File: src/rtl/ddr_sched_pkg.sv
// ddr_sched_pkg: shared state encoding and width/offset helpers for the DDR burst scheduler
package ddr_sched_pkg;
  typedef enum logic [2:0] {IDLE, WR_CMD, WR_DATA, RD_CMD, RD_DATA} state_t;
  function automatic int unsigned idx_w(input int unsigned frame_bursts);
    return frame_bursts > 1 ? $clog2(frame_bursts) : 1;
  endfunction
  function automatic int unsigned beat_w(input int unsigned burst_len);
    return $clog2(burst_len) + 1;
  endfunction
  function automatic int unsigned burst_off(input int unsigned burst_len, input int unsigned addr_step);
    return burst_len * addr_step;
  endfunction
endpackage

File: src/rtl/ddr_burst_sched_fb_addr_gen.sv
// fb_addr_gen: per-side ping-pong bank bit, burst index and sticky frame-event flag
module fb_addr_gen #(
  parameter int unsigned ADDR_W = 28,
  parameter int unsigned IDX_W = 12,
  parameter int unsigned BURST_OFF = 512,
  parameter logic [ADDR_W-1:0] BASE0 = '0,
  parameter logic [ADDR_W-1:0] BASE1 = '0
) (
  input  logic CLK,
  input  logic RST,
  input  logic adv,
  input  logic evt,
  input  logic idle,
  input  logic new_bank,
  output logic [ADDR_W-1:0] addr,
  output logic bank
);
  logic [IDX_W-1:0] idx;
  logic pend, pending, fire;
  // addr already reflects a frame event applied this cycle so an IDLE grant uses the new bank
  always_comb begin
    pending = pend | evt;
    fire = pending & (adv | idle);
    addr = fire ? (new_bank ? BASE1 : BASE0) : (bank ? BASE1 : BASE0) + ADDR_W'(idx) * ADDR_W'(BURST_OFF);
  end
  always_ff @(posedge CLK)
    if (!RST) begin
      idx <= '0;
      bank <= 1'b0;
      pend <= 1'b0;
    end else begin
      pend <= pending & ~fire;
      if (fire) begin
        idx <= '0;
        bank <= new_bank;
      end else if (adv) idx <= idx + IDX_W'(1);
    end
endmodule

File: src/rtl/ddr_burst_sched.sv
// ddr_burst_sched: round-robin burst arbiter sharing one DDR command port between writer and reader
import ddr_sched_pkg::*;
module ddr_burst_sched #(
  parameter int unsigned BURST_LEN = 64,
  parameter int unsigned ADDR_W = 28,
  parameter int unsigned ADDR_STEP = 8,
  parameter int unsigned FRAME_BURSTS = 4096,
  parameter logic [ADDR_W-1:0] BANK0_BASE = 28'h000_0000,
  parameter logic [ADDR_W-1:0] BANK1_BASE = 28'h080_0000
) (
  input  logic CLK,
  input  logic RST,
  input  logic WR_REQ,
  output logic WR_GNT,
  input  logic WR_EN,
  input  logic WR_FRAME_END,
  input  logic RD_REQ,
  output logic RD_GNT,
  input  logic RD_FRAME_SYNC,
  input  logic DDR_RD_VALID,
  output logic CMD_EN,
  input  logic CMD_RDY,
  output logic CMD_WR,
  output logic [ADDR_W-1:0] CMD_ADDR,
  output logic WR_BANK,
  output logic RD_BANK,
  output logic FRAME_VALID,
  output logic ERR
);
  localparam int unsigned IW = idx_w(FRAME_BURSTS);
  localparam int unsigned BW = beat_w(BURST_LEN);
  localparam int unsigned OFF = burst_off(BURST_LEN, ADDR_STEP);
  localparam logic [BW-1:0] FULL = BW'(BURST_LEN);
  state_t state;
  logic [BW-1:0] beats, beats_n;
  logic [ADDR_W-1:0] wr_addr, rd_addr;
  logic pref_wr, seen, last_done;
  logic is_idle, in_wr, in_rd, wr_ok, rd_ok, acc, cmd_ok, done, go_wr, go_rd;
  // the writer toggles banks on every frame end, so the last complete frame is always the other bank
  always_comb begin
    FRAME_VALID = seen | WR_BANK;
    last_done = FRAME_VALID & ~WR_BANK;
    is_idle = state == IDLE;
    in_wr = state == WR_CMD || state == WR_DATA;
    in_rd = state == RD_CMD || state == RD_DATA;
    wr_ok = in_wr & WR_EN & (beats != FULL);
    rd_ok = in_rd & DDR_RD_VALID & (beats != FULL);
    beats_n = beats + BW'(wr_ok | rd_ok);
    acc = CMD_EN & CMD_RDY;
    cmd_ok = state == WR_DATA || state == RD_DATA || acc;
    done = (in_wr | in_rd) & cmd_ok & (beats_n == FULL);
    go_wr = is_idle & WR_REQ & (pref_wr | ~(RD_REQ & FRAME_VALID));
    go_rd = is_idle & RD_REQ & FRAME_VALID & ~go_wr;
  end
  fb_addr_gen #(.ADDR_W(ADDR_W), .IDX_W(IW), .BURST_OFF(OFF), .BASE0(BANK0_BASE), .BASE1(BANK1_BASE)) u_wr (
    .CLK, .RST, .adv(done & in_wr), .evt(WR_FRAME_END), .idle(is_idle),
    .new_bank(~WR_BANK), .addr(wr_addr), .bank(WR_BANK)
  );
  fb_addr_gen #(.ADDR_W(ADDR_W), .IDX_W(IW), .BURST_OFF(OFF), .BASE0(BANK0_BASE), .BASE1(BANK1_BASE)) u_rd (
    .CLK, .RST, .adv(done & in_rd), .evt(RD_FRAME_SYNC), .idle(is_idle),
    .new_bank(last_done), .addr(rd_addr), .bank(RD_BANK)
  );
  always_ff @(posedge CLK)
    if (!RST) begin
      state <= IDLE;
      beats <= '0;
      pref_wr <= 1'b1;
      seen <= 1'b0;
      ERR <= 1'b0;
      WR_GNT <= 1'b0;
      RD_GNT <= 1'b0;
      CMD_EN <= 1'b0;
      CMD_WR <= 1'b0;
      CMD_ADDR <= BANK0_BASE;
    end else begin
      WR_GNT <= go_wr;
      RD_GNT <= go_rd;
      seen <= seen | WR_BANK;
      ERR <= ERR | (WR_EN & ~wr_ok) | (DDR_RD_VALID & ~in_rd);
      beats <= (go_wr | go_rd) ? '0 : beats_n;
      if (go_wr | go_rd) begin
        state <= go_wr ? WR_CMD : RD_CMD;
        CMD_EN <= 1'b1;
        CMD_WR <= go_wr;
        CMD_ADDR <= go_wr ? wr_addr : rd_addr;
        pref_wr <= go_rd;
      end else if (done) begin
        state <= IDLE;
        CMD_EN <= 1'b0;
      end else if (acc) begin
        state <= in_wr ? WR_DATA : RD_DATA;
        CMD_EN <= 1'b0;
      end
    end
endmodule

File: config.mk
export PLATFORM = sky130hd
export DESIGN_NAME = ddr_burst_sched
export DESIGN_NICKNAME = d
export VERILOG_FILES = /design/src/rtl/ddr_sched_pkg.sv /design/src/rtl/ddr_burst_sched_fb_addr_gen.sv /design/src/rtl/ddr_burst_sched.sv
export SDC_FILE = /design/constraint.sdc
export NUM_CORES = 1
export LEC_CHECK = 0
export ABC_CLOCK_PERIOD_IN_PS = 9340
export CORE_MARGIN = 2
export CORE_UTILIZATION = 65
export CTS_BUF_LIST = sky130_fd_sc_hd__clkbuf_16
export DETAILED_ROUTE_END_ITERATION = 6
export DONT_BUFFER_PORTS = 1
export PLACE_DENSITY = 0.83
export SLEW_MARGIN = 25
export SYNTH_ARGS = -nofsm -noshare
export SYNTH_HDL_FRONTEND = slang
export SYNTH_SLANG_ARGS = --single-unit
File: constraint.sdc
create_clock -name CLK -period 9.34 [get_ports CLK]
set_input_delay 0 -clock CLK [delete_from_list [all_inputs] [get_ports CLK]]
set_output_delay 0 -clock CLK [all_outputs]
set_load 0.01 [all_outputs]
==> metrics.yaml <==
clockRootBuffer: "clkbuf_16"
grt_max_degree: 22
start_util: 0.681
arrival_ns: 3.92
synth-edff-count: 0
pwr_density_cell_nw_per_um2: 234
synth.area.mux_share: 0.0105
numPortBuffers: 0
routed_wl_um: 7340
synth_cell_types: 58
period_share: 0.402
rsz0062_at_grt: "false"
r2r_slack_ns: 5.59
synth-seq-cells: 57
crit_top_cell: "ha_1"
crit_end: "u_rd.idx[0]"
syn-cell-area_sq_um: 2990
area_growth_pct: 11.8
antenna_found_initial: 0
first_global_vias: 2650
r2r_start: "state[1]"
multi_input_area_sq_um: 1630
critical_path_class: "flip-flop to flip-flop"
endpoint_kind: "flip-flop"
post-route-min-period_ns: 3.75
synthAdderAreaFrac: 0.0168
r2r_cells: 12
slew_viol_final: 0
fill_cells: 309
postRouteAntennaNets: 0
grt_use_total: 0.305
fin_cells: 410
synth_area_leaders: "dfxtp_1 38%, a31oi_1 5.2%, buf_4 4.3%"
drtPass1Iterations: 6
synth-xor-area-share: 0.0289
p_total_mw: 0.782
start_kind: "flip-flop"
htree_levels: 3
path_max_fanout: 12
syn_avg_cell_area_sq_um: 8.55
placed_cell_area_sq_um: 2930
insertion_delay_ns: 0.33
core_area_sq_um: 4380
routedWlPerCell_um: 17.9
cts_tree: "built"
yosys.area.top_type: "dfxtp_1"
setup_tns_ns: 0
path_cells: "mux2_2 -> nand2_1 -> a21oi_1 -> a31oi_1 -> nor2_1 -> ha_1 -> ha_1 -> xor2_1 -> or3_4 -> or4_4 -> o22ai_2 -> mux2i_1"
drv_cap: 0
synth-seq-area-share: 0.382
drive_gt1_frac: 0.0782
relSlewSlack: 0.493
worst_slack_ns: 5.59
die_w_um: 71.8
setup_viol: 0
rows: 24
num_antenna_cells: 0
critPathMaxStageDelay_ns: 0.56
clock-skew-final_ns: 0.0111
drt-vias-per-instance: 6.88
synth_top_area_share: 0.382
synth-compound-area-share: 0.209
yosysWarnings: 0
final_hold_viol_count: 0
rr_endpoint: "u_rd.idx[0]"
fin_area_sq_um: 3340
numCtsBuffers: 9
drt_iter0_drc: 368
cp.required_ns: 9.51
synth-simple-area-share: 0.262
grt_overflow_total: 0
die-area_sq_um: 5150
place_ws_ns: 5.71
vias: 2821
status: "complete, no violations"
drcViolationCount: 0
vdd_drop_max_mv: 0.157
min_path_type: "input port to flip-flop"
grt_first_pass_wirelength_um: 12300
async_reset_ff_frac: 0
critical_path.slowest_cell: "dfxtp_1"
clk_path_buf_depth: 2
top_level_ports: 45
fin_nets: 366
path_clk_slew_ns: 0.06
dpl.hpwl_um: 4690
synth_top_family_by_area: "simple AND/OR/NAND/NOR gates"
register_area_sq_um: 1140
p_leak_nw: 1.35
startpoint: "state[1]"
cts_resized: 0
fmax_mhz: 266
cts_sinks: 57
die_h_um: 71.8
gp_congestion: 0.892
worstMarginPinSlew_ns: 0.761
ys.flop_type: "dfxtp_1"
dp.cells: 387
synthCells: 349
final cells by class:
cell class | instances | area share
repair buffers | 9 | 0.0255
inverters | 22 | 0.0247
well taps | 52 | 0.0195
clock buffers | 9 | 0.0675
clock inverters | 7 | 0.0330
flip-flops and latches | 57 | 0.342
multi-input cells | 254 | 0.488
through the flow:
| stage | hold slack (ns) | util |
|---|---|---|
| after CTS | 0.00000536 | 0.761 |
| after floorplan | 0.163 | - |
| final | 0.00217 | 0.761 |
| after global routing | 0.0285 | 0.761 |
| after detailed placement | 0.0946 | 0.669 |
| after global placement | 0.0927 | 0.669 |
registers in the layout, summed over array words and instances, names as in the netlist:
name       count
state          3
u_rd.idx      12
beats          7
u_wr.pend      1
seen           1
CMD_WR         1
WR_GNT         1
u_rd.pend      1
RD_GNT         1
u_rd.bank      1
pref_wr        1
CMD_ADDR      13
ERR            1
u_wr.idx      12
u_wr.bank      1
layer usage:
layer | routed length [um] | global-route usage | up-vias | part of all wire
li1 | - | - | 1292 | -
met5 | 0 | 0 | - | 0
met2 | 3590 | 0.473 | 157 | 0.49
met3 | 554 | 0.0563 | 27 | 0.076
met1 | 3010 | 0.400 | 1345 | 0.41
met4 | 180 | 0.170 | 0 | 0.025
what timing repair did:
item | CTS | global route
endpoints found under the setup margin | 0 | 0
setup buffers | 0 | 0
hold endpoints to repair | 20 | 0
hold buffers | 7 | 0
cells by family after synthesis:
family / count (synthesis)
other cells: 1
buf+inv: 52
fa+ha+maj: 4
simple gates: 135
flops: 57
compound gates: 88
xor+xnor: 9
mux: 3
synth_stat cells, types with 2 or more instances:
library cell and number:
buf_4 17, nand3b_1 5, a31oi_1 25, ha_1 4, and2_1 9, o211ai_1 2
nor2_1 19, a21o_1 3, a222oi_1 12, nand2b_1 7, xnor2_1 4, nor4_2 2
a22oi_1 4, or3_1 5, mux2i_1 2, o221a_2 2, nor3_1 12, o21a_1 2
and3_1 9, and4_1 4, nor4_1 4, o21ai_1 3, xor2_1 4, nand4_1 5
inv_1 22, o31ai_1 2, nand2_1 22, nor3b_1 5, nand3_1 15, o21ai_0 13
clkbuf_1 5, buf_2 8, a21boi_0 2, a21oi_1 8, dfxtp_1 57, or4_1 3
critical path, delay by kind of cell (launching register included):
family / cells / cell delay (ns)
DFF: 1 / 0.56
muxes: 2 / 0.56
adders and majority gates: 2 / 0.49
AOI/OAI and AO/OA: 3 / 0.77
and+or+nand+nor: 4 / 1.02
xor gates and xnor gates: 1 / 0.20
cell usage in the layout (no fill, tap or decap), types with 4 or more instances in the layout:
| master | netlist | routed |
|---|---|---|
| o21ai_0 | 13 | 13 |
| nand2_1 | 22 | 22 |
| a222oi_1 | 12 | 12 |
| and3_1 | 9 | 9 |
| dfxtp_1 | 57 | 57 |
| or3_1 | 5 | 5 |
| and4_1 | 4 | 4 |
| nand3_1 | 15 | 15 |
| nor3_1 | 12 | 12 |
| dlygate4sd3_1 | 0 | 7 |
| a22oi_1 | 4 | 4 |
| ha_1 | 4 | 4 |
| xnor2_1 | 4 | 4 |
| nand3b_1 | 5 | 5 |
| nor4_1 | 4 | 4 |
| inv_1 | 22 | 23 |
| nor2_1 | 19 | 19 |
| xor2_1 | 4 | 4 |
| a21oi_1 | 8 | 8 |
| nor3b_1 | 5 | 5 |
| a31oi_1 | 25 | 25 |
| nand4_1 | 5 | 5 |
| clkbuf_16 | 0 | 9 |
| conb_1 | 1 | 15 |
| nand2b_1 | 7 | 7 |
| and2_1 | 9 | 9 |
how the worst min path moves through the flow:
stage,startpoint,end,slack [ns],cells after the start
detailed placement,RST,pref_wr,0.09,1
global placement,RST,pref_wr,0.09,1
finish,RST,u_wr.bank,0.002,3
floorplan,WR_EN,ERR,0.16,2
global route,RST,u_wr.bank,0.03,3
CTS,RST,u_wr.bank,0.000005,3
power by group:
part           switching, mW  internal, mW
sequential            0.0224         0.258
clock                  0.113         0.258
combinational         0.0861        0.0457
(Power assumes the default switching activity.)
